### config.mk
export PLATFORM = sky130hd
export DESIGN_NAME = divider
export DESIGN_NICKNAME = d
export VERILOG_FILES = /design/src/rtl/alu_pkg.sv /design/src/rtl/div_step.sv /design/src/rtl/divider.sv
export SDC_FILE = /design/constraint.sdc
export NUM_CORES = 1
export LEC_CHECK = 0
export BUFFER_PORTS_ARGS = -buffer_cell sky130_fd_sc_hd__buf_2
export CORE_UTILIZATION = 62
export CTS_CLUSTER_DIAMETER = 120
export DETAILED_ROUTE_END_ITERATION = 8
export GPL_TIMING_DRIVEN = 0
export PLACE_DENSITY = 0.85
export SYNTH_ARGS = -nofsm -noshare
export SYNTH_HDL_FRONTEND = slang
export SYNTH_SLANG_ARGS = --single-unit
### constraint.sdc
create_clock -name clk -period 5.15 [get_ports clk]
set_input_delay 1.03 -clock clk [delete_from_list [all_inputs] [get_ports clk]]
set_output_delay 1.03 -clock clk [all_outputs]
set_load 0.01 [all_outputs]
### src/rtl/alu_pkg.sv
// alu_pkg: definitions shared by the ALU-side datapath blocks.
//   - default operand widths for the sequential divider
//     (it mirrors the 4x4->8 multiply path)
//   - divider FSM state encoding
//   - the quotient pattern reported on signed overflow
package alu_pkg;

    localparam int DW_DEF = 8;  // dividend / quotient width, also the iteration count
    localparam int SW_DEF = 4;  // divisor / remainder width

    // -128 / -1 cannot be represented; the divider reports this pattern with ovf=1.
    localparam logic [7:0] OVF_QUOT = 8'h80;

    typedef enum logic [1:0] {
        ST_IDLE = 2'd0,
        ST_CALC = 2'd1,
        ST_SIGN = 2'd2,
        ST_DONE = 2'd3
    } div_state_t;

endpackage

### src/rtl/div_step.sv
// div_step: one combinational restoring shift-subtract iteration on magnitudes.
// Ports:
//   rem_in   [SW:0]   partial remainder before the step
//   quo_in   [DW-1:0] quotient register before the step (holds the unconsumed
//                     dividend bits in its upper part)
//   dvs      [SW-1:0] |divisor|, unsigned
//   rem_out  [SW:0]   partial remainder after the step
//   quo_out  [DW-1:0] quotient register after the step
module div_step #(
    parameter int DW = 8,
    parameter int SW = 4
) (
    input  logic [SW:0]   rem_in,
    input  logic [DW-1:0] quo_in,
    input  logic [SW-1:0] dvs,
    output logic [SW:0]   rem_out,
    output logic [DW-1:0] quo_out
);

    // One spare bit above the remainder so the shifted value can never wrap
    // before the compare.
    logic [SW+1:0] shifted;
    logic          ge;

    always_comb begin
        shifted = {rem_in, quo_in[DW-1]};
        ge      = (shifted >= {2'b00, dvs});
        if (ge) begin
            rem_out = (SW+1)'(shifted - {2'b00, dvs});
            quo_out = {quo_in[DW-2:0], 1'b1};
        end else begin
            rem_out = shifted[SW:0];
            quo_out = {quo_in[DW-2:0], 1'b0};
        end
    end

endmodule

### src/rtl/divider.sv
// divider: sequential signed divider, DW-bit dividend by SW-bit divisor,
// restoring algorithm, one quotient bit per clock. Results truncate toward
// zero (same as Verilog / and %).
// Ports:
//   clk        clock, rising edge
//   rst_n      asynchronous active-low reset
//   start      request, sampled only while idle
//   dividend   signed dividend, sampled on the accepting edge
//   divisor    signed divisor, sampled on the accepting edge
//   quotient   signed quotient, held until the next completion
//   remainder  signed remainder, held until the next completion
//   busy       high from the accepting edge until back in idle
//   done       one-cycle pulse while results are fresh
//   dbz        divide-by-zero flag of the last operation
//   ovf        overflow flag of the last operation (-128 / -1)
module divider
    import alu_pkg::*;
#(
    parameter int DW = DW_DEF,
    parameter int SW = SW_DEF
) (
    input  logic                 clk,
    input  logic                 rst_n,
    input  logic                 start,
    input  logic signed [DW-1:0] dividend,
    input  logic signed [SW-1:0] divisor,
    output logic signed [DW-1:0] quotient,
    output logic signed [SW-1:0] remainder,
    output logic                 busy,
    output logic                 done,
    output logic                 dbz,
    output logic                 ovf
);

    localparam int CW = $clog2(DW);

    div_state_t    state, state_nxt;

    logic [SW:0]   rem_r;      // partial remainder magnitude
    logic [DW-1:0] quo_r;      // dividend magnitude shifting out, quotient shifting in
    logic [SW-1:0] dvs_mag;    // |divisor|; |-2^(SW-1)| still fits unsigned
    logic          neg_q;      // operand signs differ
    logic          neg_r;      // dividend negative
    logic          ovf_pend;   // operands were the single overflowing pair
    logic [CW-1:0] cnt;

    logic [SW:0]   rem_nxt;
    logic [DW-1:0] quo_nxt;

    logic          accept;
    logic          div_zero;
    logic          is_ovf;

    function automatic logic [DW-1:0] neg_if_dw(input logic [DW-1:0] v, input logic n);
        return n ? ((~v) + DW'(1)) : v;
    endfunction

    function automatic logic [SW-1:0] neg_if_sw(input logic [SW-1:0] v, input logic n);
        return n ? ((~v) + SW'(1)) : v;
    endfunction

    div_step #(
        .DW (DW),
        .SW (SW)
    ) u_step (
        .rem_in  (rem_r),
        .quo_in  (quo_r),
        .dvs     (dvs_mag),
        .rem_out (rem_nxt),
        .quo_out (quo_nxt)
    );

    assign accept   = (state == ST_IDLE) && start;
    assign div_zero = (divisor == '0);
    assign is_ovf   = (dividend == {1'b1, {(DW-1){1'b0}}}) && (divisor == '1);

    // Next-state and handshake outputs
    always_comb begin
        state_nxt = state;
        busy      = 1'b0;
        done      = 1'b0;
        case (state)
            ST_IDLE: begin
                if (start) begin
                    state_nxt = div_zero ? ST_DONE : ST_CALC;
                end
            end
            ST_CALC: begin
                busy = 1'b1;
                if (cnt == CW'(DW - 1)) begin
                    state_nxt = ST_SIGN;
                end
            end
            ST_SIGN: begin
                busy      = 1'b1;
                state_nxt = ST_DONE;
            end
            ST_DONE: begin
                busy      = 1'b1;
                done      = 1'b1;
                state_nxt = ST_IDLE;
            end
            default: begin
                state_nxt = ST_IDLE;
            end
        endcase
    end

    // State, working registers and result registers
    always_ff @(posedge clk or negedge rst_n) begin
        if (!rst_n) begin
            state     <= ST_IDLE;
            rem_r     <= '0;
            quo_r     <= '0;
            dvs_mag   <= '0;
            neg_q     <= 1'b0;
            neg_r     <= 1'b0;
            ovf_pend  <= 1'b0;
            cnt       <= '0;
            quotient  <= '0;
            remainder <= '0;
            dbz       <= 1'b0;
            ovf       <= 1'b0;
        end else begin
            state <= state_nxt;

            if (accept) begin
                neg_q    <= dividend[DW-1] ^ divisor[SW-1];
                neg_r    <= dividend[DW-1];
                quo_r    <= neg_if_dw(dividend, dividend[DW-1]);
                dvs_mag  <= neg_if_sw(divisor, divisor[SW-1]);
                ovf_pend <= is_ovf;
                rem_r    <= '0;
                cnt      <= '0;
                // A zero divisor skips the iterations and reports right away.
                if (div_zero) begin
                    quotient  <= '0;
                    remainder <= '0;
                    dbz       <= 1'b1;
                    ovf       <= 1'b0;
                end
            end

            if (state == ST_CALC) begin
                rem_r <= rem_nxt;
                quo_r <= quo_nxt;
                cnt   <= cnt + CW'(1);
            end

            // Sign fix-up: the final remainder magnitude is below |divisor|,
            // so its low SW bits carry it completely.
            if (state == ST_SIGN) begin
                quotient  <= ovf_pend ? DW'(OVF_QUOT) : neg_if_dw(quo_r, neg_q);
                remainder <= neg_if_sw(rem_r[SW-1:0], neg_r);
                dbz       <= 1'b0;
                ovf       <= ovf_pend;
            end
        end
    end

endmodule
==> results of run 1 <==
state kept, by name, summed over array words and instances, names as in the netlist:
name,count
quotient,8
cnt,3
neg_q,1
quo_r,8
dbz,1
remainder,4
ovf,1
ovf_pend,1
dvs_mag,4
rem_r,5
neg_r,1
state,2
cell type report:
type	count	area, sq um
Buffer	12	86.3
Clock buffer	6	82.6
Clock inverter	1	5.00
Fill cell	271	842
Inverter	17	63.8
Multi-Input combinational cell	183	1210
Sequential cell	39	976
Tap cell	46	57.6
Timing Repair Buffer	29	145
metrics by stage:
stage,instances,instance area (sq um),util (%)
after floorplan,251,2340,-
after global placement,326,2540,73.2
after detailed placement,326,2540,73.2
after CTS,333,2630,75.7
after global routing,333,2630,75.7
final,333,2630,75.7
routing by layer:
metal | global-route usage, % | routed length, um | part of all wire, % | vias up
met5 | 0 | 0 | 0 | -
met4 | 12.5 | 123 | 2.5 | 0
met3 | 5.25 | 303 | 6.1 | 11
met2 | 47.7 | 2460 | 49 | 66
met1 | 34.2 | 2080 | 42 | 916
li1 | - | - | - | 945
final timing paths:
| path | to | slack (ns) | start |
|---|---|---|---|
| setup / recovery | remainder[1] | 2.80 | divisor[0] |
| hold / removal | quotient[2] | 0.47 | quotient[2] |
| setup reg to reg | rem_r[4] | 3.14 | quo_r[7] |
| hold reg to reg | quotient[2] | 0.47 | quotient[2] |
| max in group asynchronous | state[0] | 3.77 | rst_n |
| min in group asynchronous | quotient[4] | 0.84 | rst_n |
power groups by stage:
| stage | logic (W) | clock network (W) | registers, W |
|---|---|---|---|
| 2_1_floorplan | 0.000615 | 0 | 0.000558 |
| 6_report | 0.000843 | 0.000210 | 0.000560 |
| 4_1_cts | 0.000844 | 0.000212 | 0.000560 |
| 5_1_grt | 0.000967 | 0.000225 | 0.000578 |
| 3_3_place_gp | 0.000809 | 0 | 0.000558 |
| 3_5_place_dp | 0.000841 | 0 | 0.000565 |
worst max-delay path, stage by stage:
cell,delay [ns]
buf_2,0.12
inv_1,0.07
ha_1,0.18
nor3b_1,0.41
a21oi_1,0.25
buf_2,0.24
a22o_1,0.24
logic make-up (layout without fill, tap and decap cells):
kind of cell / after synthesis / in the layout / share of synthesized area, %
AOI/OAI and AO/OA: 64 / 64 / 17.5
buffers and inverters: 29 / 65 / 6.43
and+or+nand+nor: 81 / 81 / 16.7
muxes: 7 / 7 / 3.00
xor gates and xnor gates: 14 / 14 / 5.25
adders and majority gates: 17 / 17 / 9.43
DFF: 39 / 39 / 41.8
cells in the mapped netlist, types with 2 or more instances:
library cell	number	share of area, %
mux2i_1	7	3.0
buf_6	4	1.9
nand2_1	41	6.6
o21ai_0	23	4.9
a22o_1	5	1.9
xnor2_1	10	3.7
a21oi_1	11	2.4
clkbuf_1	6	0.96
a21boi_0	5	1.6
nand2b_1	2	0.54
nand3_1	4	0.86
xor2_1	4	1.5
o21ai_1	2	0.43
nor2b_1	3	0.80
ha_1	16	8.6
nor3_1	4	0.86
and3_1	4	1.1
nand4_1	4	1.1
dfrtp_1	39	42
nor2_1	7	1.1
a211o_1	2	0.75
inv_1	17	2.7
a21o_1	2	0.64
and2_1	2	0.54
o31ai_1	5	1.6
nor4_1	3	0.80
o32ai_1	2	0.75
==> run_results.csv, run 1 <==
group,metric,value,unit
run_status,outcome,"complete, no violations",
worst_setup_path,crit_arrival,2.54,ns
power_and_ir_drop,p_sw_share,43.5,%
power_and_ir_drop,pwr-share-comb,52.3,%
route,wire_per_inst,14.9,um
synthesis,ys_types,44,
sta,hold_slack,0.475,ns
power_and_ir_drop,clock_power_share,13.0,%
global_routing,grt_max_degree,40,
worst_setup_path,cp-start-kind,"primary input",
clocking,clk_path_buf_depth,2,
place,place_congestion,0.901,
power_and_ir_drop,leakage,1.27,nW
sta,tightest_slew,0.859,ns
clocking,ctsHoldBuffers,0,
route,vias,1938,
sta,fin_setup_tns,0,ns
worst_setup_path,crit_type,"in -> reg",
synthesis,ys_async_sr_fraction,100,%
clocking,root_buffer,"clkbuf_8",
hold_path,hold_path.class,"reg -> reg",
route,drtIter0Drc,109,
synthesis,synth_seq_area_share,41.8,%
worst_setup_path,ff2ff_path_depth,8,
clocking,clock_sinks,39,
hold_path,holdPathStages,2,
sta,fin_crit,2.35,ns
cells_and_area,drive_above_1_share,15.7,%
place,dp_hpwl,3.71,mm
sta,max_freq,0.425,GHz
synthesis,synth_nets,283,
global_routing,grt_pass1_wl,8.64,mm
clocking,worstSkewPairLatency,0.30,ns
route,vias_per_cell,5.82,
synthesis,synthFlopType,"dfrtp_1",
floorplan,core,3470,sq um
global_routing,overflow,0,
clocking,ctsResizeCount,0,
floorplan,chipWidth,63.4,um
worst_setup_path,critPathMaxFanout,10,
sta,rsz0062_at_grt,"false",
floorplan,die_h,63.4,um
global_routing,grt_usage,28.0,%
sta,setup_viol,0,
worst_setup_path,cp-end-kind,"flip-flop",
power_and_ir_drop,power_density,614,nW/um^2
synthesis,syn-cell-area,2340,sq um
synthesis,yosys_warnings,0,
power_and_ir_drop,p_sw,0.000702,W
cells_and_area,antenna_cells,0,
sta,drv_slew,0,
clocking,cts.clk_slew.worst_paths,0.07,ns
cells_and_area,layout_commonest_cell,"nand2_1",
synthesis,syn_area_per_cell,9.31,sq um
floorplan,dieArea,4020,sq um
floorplan,rows,21,
route,drt_pass1_iterations,5,
job,drv_cap,0,
place,dp_slack,2.51,ns
route,antenna_left,0,
synthesis,syn_inst,251,
power_and_ir_drop,power.internal,0.000911,W
cells_and_area,final_nets,319,
clocking,h-tree-depth,2,
synthesis,synth-seq-cells,39,
cells_and_area,syn2layout_area_growth,12.4,%
global_routing,antenna_found_initial,0,
sta,finalWorstSetupSlack,2.80,ns
clocking,cts_buffers,5,
synthesis,synth-edff-count,0,
route,drcViolationCount,0,
power_and_ir_drop,power_frac_seq,34.7,%
sta,finalHoldViolCount,0,
sta,max_slew_margin,42.7,%
power_and_ir_drop,max-vdd-ir-drop,0.000296,V
cells_and_area,layout_common_cells,"41 x nand2_1, 39 x dfrtp_1, 30 x buf_2",
clocking,postCtsSetupRepairBufs,0,
global_routing,grt_pass1_vias,1933,
sta,finClkSkew,0.00570,ns
power_and_ir_drop,power,0.00161,W
clocking,cts_tree,"done",
sta,fin_crit_sh,45.7,%
route,wl,4.97,mm
worst_setup_path,required,5.34,ns
place,io_buffers,29,
floorplan,io_pins,31,
floorplan,start_util,67.4,%
(Power assumes the default switching activity.)
==> run 2: changes to the inputs <==
--- a/config.mk
+++ b/config.mk
@@ -6,11 +6,11 @@
 export NUM_CORES = 1
 export LEC_CHECK = 0
 export BUFFER_PORTS_ARGS = -buffer_cell sky130_fd_sc_hd__buf_2
-export CORE_UTILIZATION = 62
+export CORE_UTILIZATION = 57
 export CTS_CLUSTER_DIAMETER = 120
 export DETAILED_ROUTE_END_ITERATION = 8
 export GPL_TIMING_DRIVEN = 0
-export PLACE_DENSITY = 0.85
+export PLACE_DENSITY = 0.79
 export SYNTH_ARGS = -nofsm -noshare
 export SYNTH_HDL_FRONTEND = slang
 export SYNTH_SLANG_ARGS = --single-unit
==> constraint.sdc (replaced) <==
create_clock -name clk -period 2.3 [get_ports clk]
set_input_delay 0.46 -clock clk [delete_from_list [all_inputs] [get_ports clk]]
set_output_delay 0.46 -clock clk [all_outputs]
set_load 0.01 [all_outputs]
==> run 2 against run 1 <==
  * First-iteration DRC count is 8.3% lower
  * Final cell count is 0.90% higher
  * Power increased by 130%
  * Via count shrank 3.2%
  * Non-clock buffer count did not move
  * Critical path type is now reg -> reg
  * Largest cell class unchanged
  * Largest power group unchanged
  * Highest routed layer unchanged
==> run_results.csv, run 2 (same netlist as run 1, synthesis figures left out) <==
group,metric,value,unit
route,wl,4.89,mm
route,drtIter0Drc,100,
clocking,cts_buffers,5,
route,vias,1876,
global_routing,overflow,0,
floorplan,rows,22,
power_and_ir_drop,power,0.00373,W
route,drcViolationCount,0,
worst_setup_path,critPathMaxStageDelay,0.42,ns
clocking,root_buffer,"clkbuf_8",
hold_path,hold_path.class,"in -> async",
power_and_ir_drop,leakage,1.29,nW
sta,fin_crit,1.97,ns
place,place_congestion,0.887,
place,dp_hpwl,3.60,mm
sta,max_freq,0.506,GHz
floorplan,dieArea,4360,sq um
sta,finClkSkew,0.00478,ns
global_routing,antenna_found_initial,0,
place,post_dp_cell_area,2540,sq um
sta,setup_viol,0,
route,drt_pass1_iterations,4,
worst_setup_path,crit_arrival,2.20,ns
cells_and_area,reg_top3,"quo_r x8, quotient x8, rem_r x5",
worst_setup_path,crit_top_cell,"inv_1",
global_routing,grt_max_degree,40,
power_and_ir_drop,max-vdd-ir-drop,0.000835,V
route,vias_per_cell,5.58,
clocking,h-tree-depth,2,
worst_setup_path,cp_slowest_cell,"dfrtp_1",
cells_and_area,final_nets,319,
floorplan,io_pins,31,
sta,drv_slew,0,
worst_setup_path,crit_type,"reg -> reg",
floorplan,core,3800,sq um
cells_and_area,layout_commonest_cell,"nand2_1",
floorplan,chipWidth,66.0,um
worst_setup_path,required,2.53,ns
cells_and_area,syn2layout_area_growth,13.8,%
power_and_ir_drop,power_density,1400,nW/um^2
clocking,worstSkewPairLatency,0.30,ns
sta,tightest_slew,0.872,ns
global_routing,grt_pass1_vias,1871,
route,antenna_left,0,
sta,rsz0062_at_grt,"false",
run_status,outcome,"complete, no violations",
worst_setup_path,crit_chain,"inv_1 > ha_1 > inv_1 > fa_1 > nand3_1 > nand2_1 > or3_1 > a31oi_1",
floorplan,start_util,61.5,%
clocking,ctsResizeCount,0,
worst_setup_path,cp-end-kind,"flip-flop",
sta,fin_crit_sh,85.8,%
clocking,cts_tree,"done",
cells_and_area,postLayoutCellArea,2660,sq um
clocking,cts.clk_slew.worst_paths,0.08,ns
worst_setup_path,cp-start-kind,"flip-flop",
clocking,postCtsSetupRepairBufs,0,
sta,max_slew_margin,41.9,%
clocking,clk_path_buf_depth,2,
cells_and_area,drive_above_1_share,16.0,%
sta,fin_setup_tns,0,ns
place,io_buffers,29,
cells_and_area,antenna_cells,0,
clocking,ctsHoldBuffers,0,
clocking,clock_sinks,39,
floorplan,die_h,66.0,um
global_routing,grt_pass1_wl,8.48,mm
route,wire_per_inst,14.5,um
job,drv_cap,0,
worst_setup_path,critPathMaxFanout,5,
cells_and_area,layout_common_cells,"41 x nand2_1, 39 x dfrtp_1, 30 x buf_2",
global_routing,grt_usage,26.5,%
sta,finalHoldViolCount,0,
[run 2: routing by layer]
layer  vias to the layer above  track usage [%]  share of wire [%]
met5                         -                0                  0
met4                         0             8.24                1.1
met1                       887             32.7                 48
met2                        38             45.3                 48
met3                         6             6.38                3.3
li1                        945                -                  -
[run 2: worst paths after layout]
kind | startpoint | end | slack, ns | depth (start not counted)
setup / recovery | quo_r[7] | rem_r[4] | 0.33 | 8
hold / removal | rst_n | quotient[3] | 0.27 | 1
setup reg to reg | quo_r[7] | rem_r[4] | 0.33 | 8
hold reg to reg | quotient[0] | quotient[0] | 0.48 | 2
max in group asynchronous | rst_n | quo_r[6] | 1.48 | 1
min in group clk | dividend[7] | neg_r | 0.42 | 3
[run 2: cell type report]
class                           count  area [sq um]
Multi-Input combinational cell    183          1210
Fill cell                         325          1140
Sequential cell                    39           976
Timing Repair Buffer               29           145
Buffer                             12          86.3
Clock buffer                        6          82.6
Inverter                           17          63.8
Tap cell                           48          60.1
Clock inverter                      2          35.0
[run 2: power by group]
group	total, W	leakage [nW]	switching, W	internal, W
registers	0.00126	0.494	0.000271	0.000990
clock network	0.000601	0.0612	0.000250	0.000351
logic	0.00187	0.731	0.00106	0.000813
total	0.00373	1.29	0.00158	0.00215
[run 2: critical path: cells and delay by family (launching register included)]
family                   cells  cell delay (ns)
adder cells (fa/ha/maj)      2             0.58
AND/OR/NAND/NOR              3             0.57
flip-flops                   1             0.42
buffers and inverters        2             0.17
AO/OA/AOI/OAI                1             0.16
[run 2: stage by stage]
stage                     instances  util, %  hold WS, ns  worst slack, ns
final                           336     70.0        0.273            0.326
after CTS                       336     70.0        0.303            0.333
after floorplan                 251        -        0.164            0.521
after global placement          328     66.9        0.457            0.228
after global routing            336     70.0        0.341            0.189
after detailed placement        328     66.9        0.466            0.212
